File: src/rtl/param_updown_counter.sv
// Parametrised up/down counter with a modulus, synchronous load, count enable
// and a wrap or saturate policy at the count boundaries. It also raises a
// terminal-count flag, a one-cycle boundary pulse and a sticky boundary flag.
//
// Parameters
//   WIDTH     counter width in bits (2..32)
//   MAX_VAL   highest count value; counting is modulo MAX_VAL+1
//   SATURATE  0 = wrap at the boundary, 1 = hold at the boundary
//
// Ports
//   clk       rising-edge clock
//   clear     asynchronous active-high clear of all state
//   en        count enable
//   up_dn     direction, 1 = up, 0 = down
//   load      synchronous load strobe; has priority over en
//   load_val  value to load; values above MAX_VAL clamp to MAX_VAL
//   count     current count (registered)
//   tc        terminal count: the next edge is a boundary event (combinational)
//   wrap      one-cycle pulse after each boundary event (registered)
//   ovf       sticky boundary-event flag, cleared by clear or load (registered)
module param_updown_counter #(
    parameter int unsigned      WIDTH    = 4,
    parameter logic [WIDTH-1:0] MAX_VAL  = '1,
    parameter bit               SATURATE = 1'b0
) (
    input  logic             clk,
    input  logic             clear,
    input  logic             en,
    input  logic             up_dn,
    input  logic             load,
    input  logic [WIDTH-1:0] load_val,
    output logic [WIDTH-1:0] count,
    output logic             tc,
    output logic             wrap,
    output logic             ovf
);

    localparam logic [WIDTH-1:0] ZERO = '0;
    localparam logic [WIDTH-1:0] ONE  = WIDTH'(1);

    // Values the counter moves to when a boundary edge is reached.
    localparam logic [WIDTH-1:0] UP_BOUND_NXT = SATURATE ? MAX_VAL : ZERO;
    localparam logic [WIDTH-1:0] DN_BOUND_NXT = SATURATE ? ZERO    : MAX_VAL;

    logic             at_max;
    logic             at_zero;
    logic             boundary;
    logic [WIDTH-1:0] load_clamped;
    logic [WIDTH-1:0] count_nxt;
    logic             wrap_nxt;
    logic             ovf_nxt;

    // Boundary detection; an event only happens on a real count cycle.
    assign at_max   = (count == MAX_VAL);
    assign at_zero  = (count == ZERO);
    assign boundary = en & ~load & (up_dn ? at_max : at_zero);
    assign tc       = boundary;

    // Out-of-range loads clamp so count never exceeds MAX_VAL.
    assign load_clamped = (load_val > MAX_VAL) ? MAX_VAL : load_val;

    // Next-state: load > en > hold. The +1/-1 paths are only taken away
    // from the boundaries, so they never leave the 0..MAX_VAL range.
    always_comb begin
        count_nxt = count;
        wrap_nxt  = 1'b0;
        ovf_nxt   = ovf;
        if (load) begin
            count_nxt = load_clamped;
            ovf_nxt   = 1'b0;
        end else if (en) begin
            if (up_dn) begin
                count_nxt = at_max ? UP_BOUND_NXT : count + ONE;
            end else begin
                count_nxt = at_zero ? DN_BOUND_NXT : count - ONE;
            end
            if (boundary) begin
                wrap_nxt = 1'b1;
                ovf_nxt  = 1'b1;
            end
        end
    end

    // State registers with asynchronous clear.
    always_ff @(posedge clk or posedge clear) begin
        if (clear) begin
            count <= ZERO;
            wrap  <= 1'b0;
            ovf   <= 1'b0;
        end else begin
            count <= count_nxt;
            wrap  <= wrap_nxt;
            ovf   <= ovf_nxt;
        end
    end

    // Structural invariants of the counter.
    a_count_range : assert property (@(posedge clk) disable iff (clear)
        count <= MAX_VAL);
    a_wrap_sets_ovf : assert property (@(posedge clk) disable iff (clear)
        wrap |-> ovf);

endmodule

File: config.mk
export PLATFORM = sky130hd
export DESIGN_NAME = param_updown_counter
export DESIGN_NICKNAME = d
export VERILOG_FILES = /design/src/rtl/param_updown_counter.sv
export SDC_FILE = /design/constraint.sdc
export NUM_CORES = 1
export LEC_CHECK = 0
export CAP_MARGIN = 0
export CORE_AREA = 2 2 39 41
export DETAILED_ROUTE_END_ITERATION = 8
export DIE_AREA = 0 0 41 43
export SLEW_MARGIN = 20
export SYNTH_ARGS = -nofsm -noshare
export SYNTH_HDL_FRONTEND = slang
export SYNTH_SLANG_ARGS = --single-unit
File: constraint.sdc
create_clock -name clk -period 1.6 [get_ports clk]
set_input_delay 0.16 -clock clk [delete_from_list [all_inputs] [get_ports clk]]
set_output_delay 0.16 -clock clk [all_outputs]
set_load 0.02 [all_outputs]
==> impl_metrics.py, run 1 <==
metrics = {
    "status": {
        "run_status": "completed",
    },
    "pwr": {
        "p_per_area_nw_per_um2": 790,
        "leakage_uw": 0.000364,
        "ir_drop_v": 0.000386,
    },
    "final_layout": {
        "drive_above_1_share": 0.392,
        "fillers": 126,
        "diodes": 0,
        "design_area_um2": 768,
        "final_common_cell": "buf_4",
        "syn2layout_area_growth_pct": 98.1,
        "multiInputGateArea_um2": 265,
        "fin_nets": 91,
        "final_cell_mix": "buf_4, clkdlybuf4s50_1, nor2_1, dfrtp_1",
        "layout.area.seq_um2": 151,
    },
    "timing": {
        "setup_viol": 0,
        "fin_hold_ws_ps": 118,
        "rsz0062_at_grt": "true",
        "period_share": 1.00,
        "clock.fmax_mhz": 625,
        "hold_viol_final": 0,
        "slew_violations": 0,
        "fin_skew_ps": 13.6,
        "worst_pin_slew_ps": 234,
        "period_minus_slack_ps": 1600,
        "max-slew-margin-rel": 0.844,
    },
    "setup_path": {
        "crit_type": "reg -> out",
        "crit_required_ps": 1440,
        "r2r-start": "count[2]",
        "reg2reg_slack_ps": 20,
        "critPathMaxFanout": 4,
        "cp-end-kind": "output port",
        "reg2reg_to": "count[3]",
        "rr_worst_depth": 5,
        "critPathLaunchType": "register",
        "worstPathArrival_ps": 1440,
    },
    "logic_synthesis": {
        "ys_types": 21,
        "synth.area.top_cells": "dfrtp_1, ha_1, o21ai_0, a21oi_1, inv_1",
        "netlist_area_um2": 388,
        "syn_nets": 56,
        "yosys.area.top_type_share": 0.387,
        "ys_seq_elements": 6,
        "synth_warnings": 0,
        "seq_area_frac_synth": 0.387,
        "avgSynthCellArea_um2": 8.62,
        "syn_inst": 45,
        "netlist.top_cell.by_area": "dfrtp_1",
    },
    "routing": {
        "vias": 443,
        "drt-initial-drc-count": 2,
        "drtAntennaViolNets": 0,
        "wl_per_cell_um": 11.2,
        "wl_um": 1060,
        "drt-pass1-iter-count": 2,
        "viasPerCell": 4.66,
        "drc": 0,
    },
    "clock_tree": {
        "root_buffer": "clkbuf_4",
        "postCtsHoldBufs": 0,
        "clockBufferDepth": 2,
        "path_clk_slew_ps": 50,
        "cts_tree": "yes",
        "htree_num_levels": 1,
        "cts_num_sinks": 6,
        "clock_latency_ps": 250,
        "cts_inserted_buffers": 3,
    },
    "die": {
        "dieArea_um2": 1760,
        "row_count": 14,
        "die_width_um": 41,
        "coreArea_um2": 1380,
        "ioPinCount": 16,
        "fp.dieH_um": 43,
        "start_util": 0.280,
    },
    "grt": {
        "grt_pass1_wl_um": 1730,
        "antenna_found_initial": 0,
        "grt_use_total": 0.152,
        "grt_pass1_vias": 423,
        "grt_max_degree": 11,
        "grt.overflow.total": 0,
    },
    "min_path": {
        "hold_class": "in -> async",
    },
    "placed_design": {
        "dp_hpwl_um": 753,
        "io_buffers": 15,
        "placed_cell_area_um2": 629,
        "gp_congestion": 0.702,
    },
    "job": {
        "cap_violations": 0,
    },
}
## through the flow
stage | setup slack, ps | utilization | total power (uW) | instances | setup TNS [ps]
6_report | 0.170 | 0.555 | 607 | 95 | 0
5_1_grt | -60.4 | 0.555 | 645 | 95 | -74.9
4_1_cts | -34.5 | 0.553 | 620 | 96 | -34.5
3_5_place_dp | -338 | 0.455 | 393 | 85 | -412
3_3_place_gp | -299 | 0.455 | 390 | 85 | -382
2_1_floorplan | 17.0 | - | 281 | 45 | 0
## metal layers
layer / track usage / part of all wire / up-vias
met2: 0.231 / 0.52 / 12
met4: 0.120 / 0.036 / 0
met1: 0.170 / 0.41 / 205
met3: 0.0314 / 0.035 / 4
met5: 0 / 0 / -
li1: - / - / 222
## critical path: stages (launching register included)
cell     delay (ps)
dfrtp_2         440
ha_2            200
and4_1          190
o21ai_2         150
nor2_1           60
buf_4           150
## where the power goes
group	total [uW]	switching [uW]	internal (uW)	leakage, uW
Sequential	181	13.8	167	0.0000743
Combinational	271	115	156	0.000275
Clock	155	59.8	94.7	0.0000150
## synth_stat cells, drive strengths merged
master	n
inv	6
nor2	5
and4	1
mux2i	1
ha	2
o21bai	1
a21oi	5
nand2	3
xor2	1
nor2b	1
a311o	1
nor4b	1
dfrtp	6
xnor2	2
or3	1
or4	1
buf	1
o21ai	5
a221oi	1
## layout make-up
cell class	count	area share
Inverter	6	0.0293
Tap cell	16	0.0261
Multi-Input combinational cell	32	0.345
Clock buffer	4	0.0342
Sequential cell	6	0.197
Timing Repair Buffer	31	0.368
## worst max-delay path by stage
stage | start | to | slack (ps) | cells past startpoint
global route | count[0] | tc | -60 | 5
global placement | count[0] | tc | -300 | 6
floorplan | count[1] | count[3] | 20 | 4
CTS | count[0] | tc | -30 | 6
detailed placement | count[0] | tc | -340 | 6
finish | count[0] | tc | 0.2 | 5
## flip-flops by register name, indices dropped and copies added, names as in the netlist
register  count
count         4
ovf           1
wrap          1
## cell families (layout without fill, tap and decap cells)
group / after synthesis / after routing / synth area share
flops: 6 / 6 / 0.387
xor+xnor: 3 / 3 / 0.0678
mux: 1 / 1 / 0.0258
buf+inv: 7 / 41 / 0.0710
simple gates: 13 / 13 / 0.177
compound gates: 13 / 13 / 0.206
fa+ha+maj: 2 / 2 / 0.0645
## what timing repair did
item                                   in CTS  in global routing
setup endpoints to repair                   2                  5
pin swaps                                   7                  6
endpoints found under the hold margin       0                  0
buffers inserted                            7                  0
gates resized for setup                    17                  4
(Power assumes the default switching activity.)
==> run 2, diff against run 1 <==
--- a/config.mk
+++ b/config.mk
@@ -5,6 +5,7 @@
 export SDC_FILE = /design/constraint.sdc
 export NUM_CORES = 1
 export LEC_CHECK = 0
+export ABC_AREA = 1
 export CAP_MARGIN = 0
 export CORE_AREA = 2 2 39 41
 export DETAILED_ROUTE_END_ITERATION = 8
==> run 2 against run 1 <==
  * Synthesized cell count increased by 22%
  * Hold slack better by 16 ps
  * Worst setup slack improved by 70 ps
  * Maximum frequency grew 4.6%
  * Clock power is 8% lower
  * Clock skew fell by 10 ps
  * Critical path depth decreased by 3
  * Sequential power is essentially flat
  * Highest routed layer is now met3
==> impl_metrics.py, run 2 <==
metrics = {
    "timing": {
        "rsz0062_at_grt": "false",
        "clock.fmax_mhz": 654,
        "fin_skew_ps": 3.67,
        "fin_hold_ws_ps": 134,
        "max-slew-margin-rel": 0.830,
        "hold_viol_final": 0,
        "period_share": 0.956,
        "slew_violations": 0,
        "setup_viol": 0,
        "fin_ws_ps": 70.3,
        "worst_pin_slew_ps": 254,
        "period_minus_slack_ps": 1530,
    },
    "clock_tree": {
        "cts_tree": "yes",
        "postCtsHoldBufs": 0,
        "htree_num_levels": 1,
        "cts_num_sinks": 6,
        "path_clk_slew_ps": 50,
        "clockBufferDepth": 2,
        "cts_inserted_buffers": 3,
        "root_buffer": "clkbuf_4",
        "clock_latency_ps": 250,
        "postCtsSetupRepairBufs": 0,
    },
    "routing": {
        "wl_per_cell_um": 10.3,
        "drt-initial-drc-count": 3,
        "vias": 453,
        "viasPerCell": 4.44,
        "drtAntennaViolNets": 0,
        "wl_um": 1050,
        "drc": 0,
        "drt-pass1-iter-count": 3,
    },
    "pwr": {
        "leakage_uw": 0.000359,
        "finalPower_uw": 551,
        "p_per_area_nw_per_um2": 796,
        "ir_drop_v": 0.000433,
    },
    "logic_synthesis": {
        "ys_seq_elements": 6,
        "syn_nets": 66,
        "syn_inst": 55,
        "ys.flop_type": "dfrtp_1",
        "synth.most_common_cell": "nand2_1",
        "netlist.top_cell.by_area": "dfrtp_1",
        "synth_edf_count": 0,
        "synthTopCellsByCount": "nand2_1, inv_1, dfrtp_1, nand3_1, nor2_1",
        "netlist_area_um2": 394,
        "yosys.area.top_type_share": 0.381,
        "seq_area_frac_synth": 0.381,
        "synth_warnings": 0,
        "avgSynthCellArea_um2": 7.17,
        "ys_types": 16,
        "synthArstFlopShare": 1.00,
        "synth.area.top_cells": "dfrtp_1, nand2_1, inv_1, ha_1, nand3_1",
    },
    "setup_path": {
        "critPathMaxFanout": 4,
        "reg2reg_slack_ps": 300,
        "critPathCapture": "count[2]",
        "cp-startpoint": "count[2]",
        "cp-end-kind": "output port",
        "rr_worst_depth": 8,
        "crit_type": "reg -> out",
        "worstPathArrival_ps": 1370,
        "critPathLaunchType": "register",
        "r2r-start": "count[0]",
        "crit_required_ps": 1440,
        "reg2reg_to": "count[2]",
    },
    "final_layout": {
        "largest_reg_flops": 4,
        "fin_nets": 99,
        "reg.largest.list": "count (4), ovf (1), wrap (1)",
        "post-route-util": 0.501,
        "final_common_cell": "nand2_1",
        "syn2layout_area_growth_pct": 75.9,
        "fillers": 141,
        "diodes": 0,
        "drive_above_1_share": 0.256,
        "design_area_um2": 693,
        "layout.area.seq_um2": 150,
        "top_register": "count",
        "final_cell_mix": "nand2_1, clkdlybuf4s50_1, buf_4",
        "multiInputGateArea_um2": 221,
    },
    "die": {
        "start_util": 0.285,
        "row_count": 14,
        "ioPinCount": 16,
        "coreArea_um2": 1380,
        "fp.dieH_um": 43,
        "dieArea_um2": 1760,
        "die_width_um": 41,
    },
    "placed_design": {
        "dp_slack_ps": -166,
        "io_buffers": 15,
        "placed_cell_area_um2": 662,
        "gp_congestion": 0.727,
        "dp_hpwl_um": 871,
    },
    "grt": {
        "antenna_found_initial": 0,
        "grt.overflow.total": 0,
        "grt_pass1_wl_um": 1760,
        "grt_use_total": 0.150,
        "grt_pass1_vias": 450,
        "grt_max_degree": 7,
    },
    "job": {
        "cap_violations": 0,
    },
    "min_path": {
        "hold_class": "in -> async",
    },
    "status": {
        "run_status": "completed",
    },
}
==> run 2: cell types whose count changed in the layout (fill, tap and decap cells not counted), moves of 2 or more <==
cell | before | now
xnor2_1 | 2 | 0
buf_6 | 2 | 0
clkdlybuf4s50_1 | 11 | 14
o21ai_0 | 4 | 0
dlymetal6s2s_1 | 3 | 0
a21oi_1 | 4 | 0
nand3_1 | 0 | 5
inv_1 | 4 | 8
nand2_1 | 3 | 18
==> run 2: cell type report <==
| cell class | count | share of cell area |
|---|---|---|
| inverters | 9 | 0.0487 |
| multi-input cells | 40 | 0.319 |
| well taps | 16 | 0.0289 |
| repair buffers | 28 | 0.354 |
| flip-flops and latches | 6 | 0.217 |
| clock buffers | 3 | 0.0325 |
==> run 2: metrics by stage <==
step                      instances  TNS [ps]
after floorplan                  55         0
after global placement           99      -115
after detailed placement         99      -166
after CTS                       102         0
after global routing            102         0
final                           102         0
==> run 2: power breakdown <==
part | switching, uW | total, uW | leakage (uW) | internal [uW]
sequential | 15.3 | 183 | 0.0000756 | 168
clock | 57.1 | 142 | 0.0000138 | 85.0
combinational | 106 | 226 | 0.000269 | 120
==> run 2: logic make-up (layout without fill, tap and decap cells) <==
group | after synthesis | count (layout) | share of synthesized area
compound gates | 6 | 6 | 0.111
xor+xnor | 2 | 2 | 0.0445
fa+ha+maj | 2 | 2 | 0.0635
buf+inv | 9 | 40 | 0.0857
flops | 6 | 6 | 0.381
simple gates | 30 | 30 | 0.314
==> run 2: layer usage <==
layer  vias up  GRT usage  part of all wire
li1        240          -                 -
met1       201      0.179              0.46
met2        12      0.234              0.48
met3         0     0.0524             0.059
met4         0     0.0600                 0
met5         -          0                 0
==> run 2: how the worst min path moves through the flow <==
stage | start | endpoint | slack [ps]
3_3_place_gp | clear | wrap | 400
6_report | clear | wrap | 130
5_1_grt | clear | count[2] | 160
3_5_place_dp | clear | count[3] | 400
4_1_cts | clear | count[3] | 140
2_1_floorplan | clear | count[0] | -50
==> run 2: what timing repair did <==
action                                  4_1_cts  5_1_grt
pin swaps                                     1        0
endpoints found under the setup margin        1        1
gates resized for setup                       5        3
==> run 2: worst max-delay path, stage by stage, from the launching register on <==
cell	delay (ps)
dfrtp_1	390
buf_4	140
clkdlybuf4s50_1	590
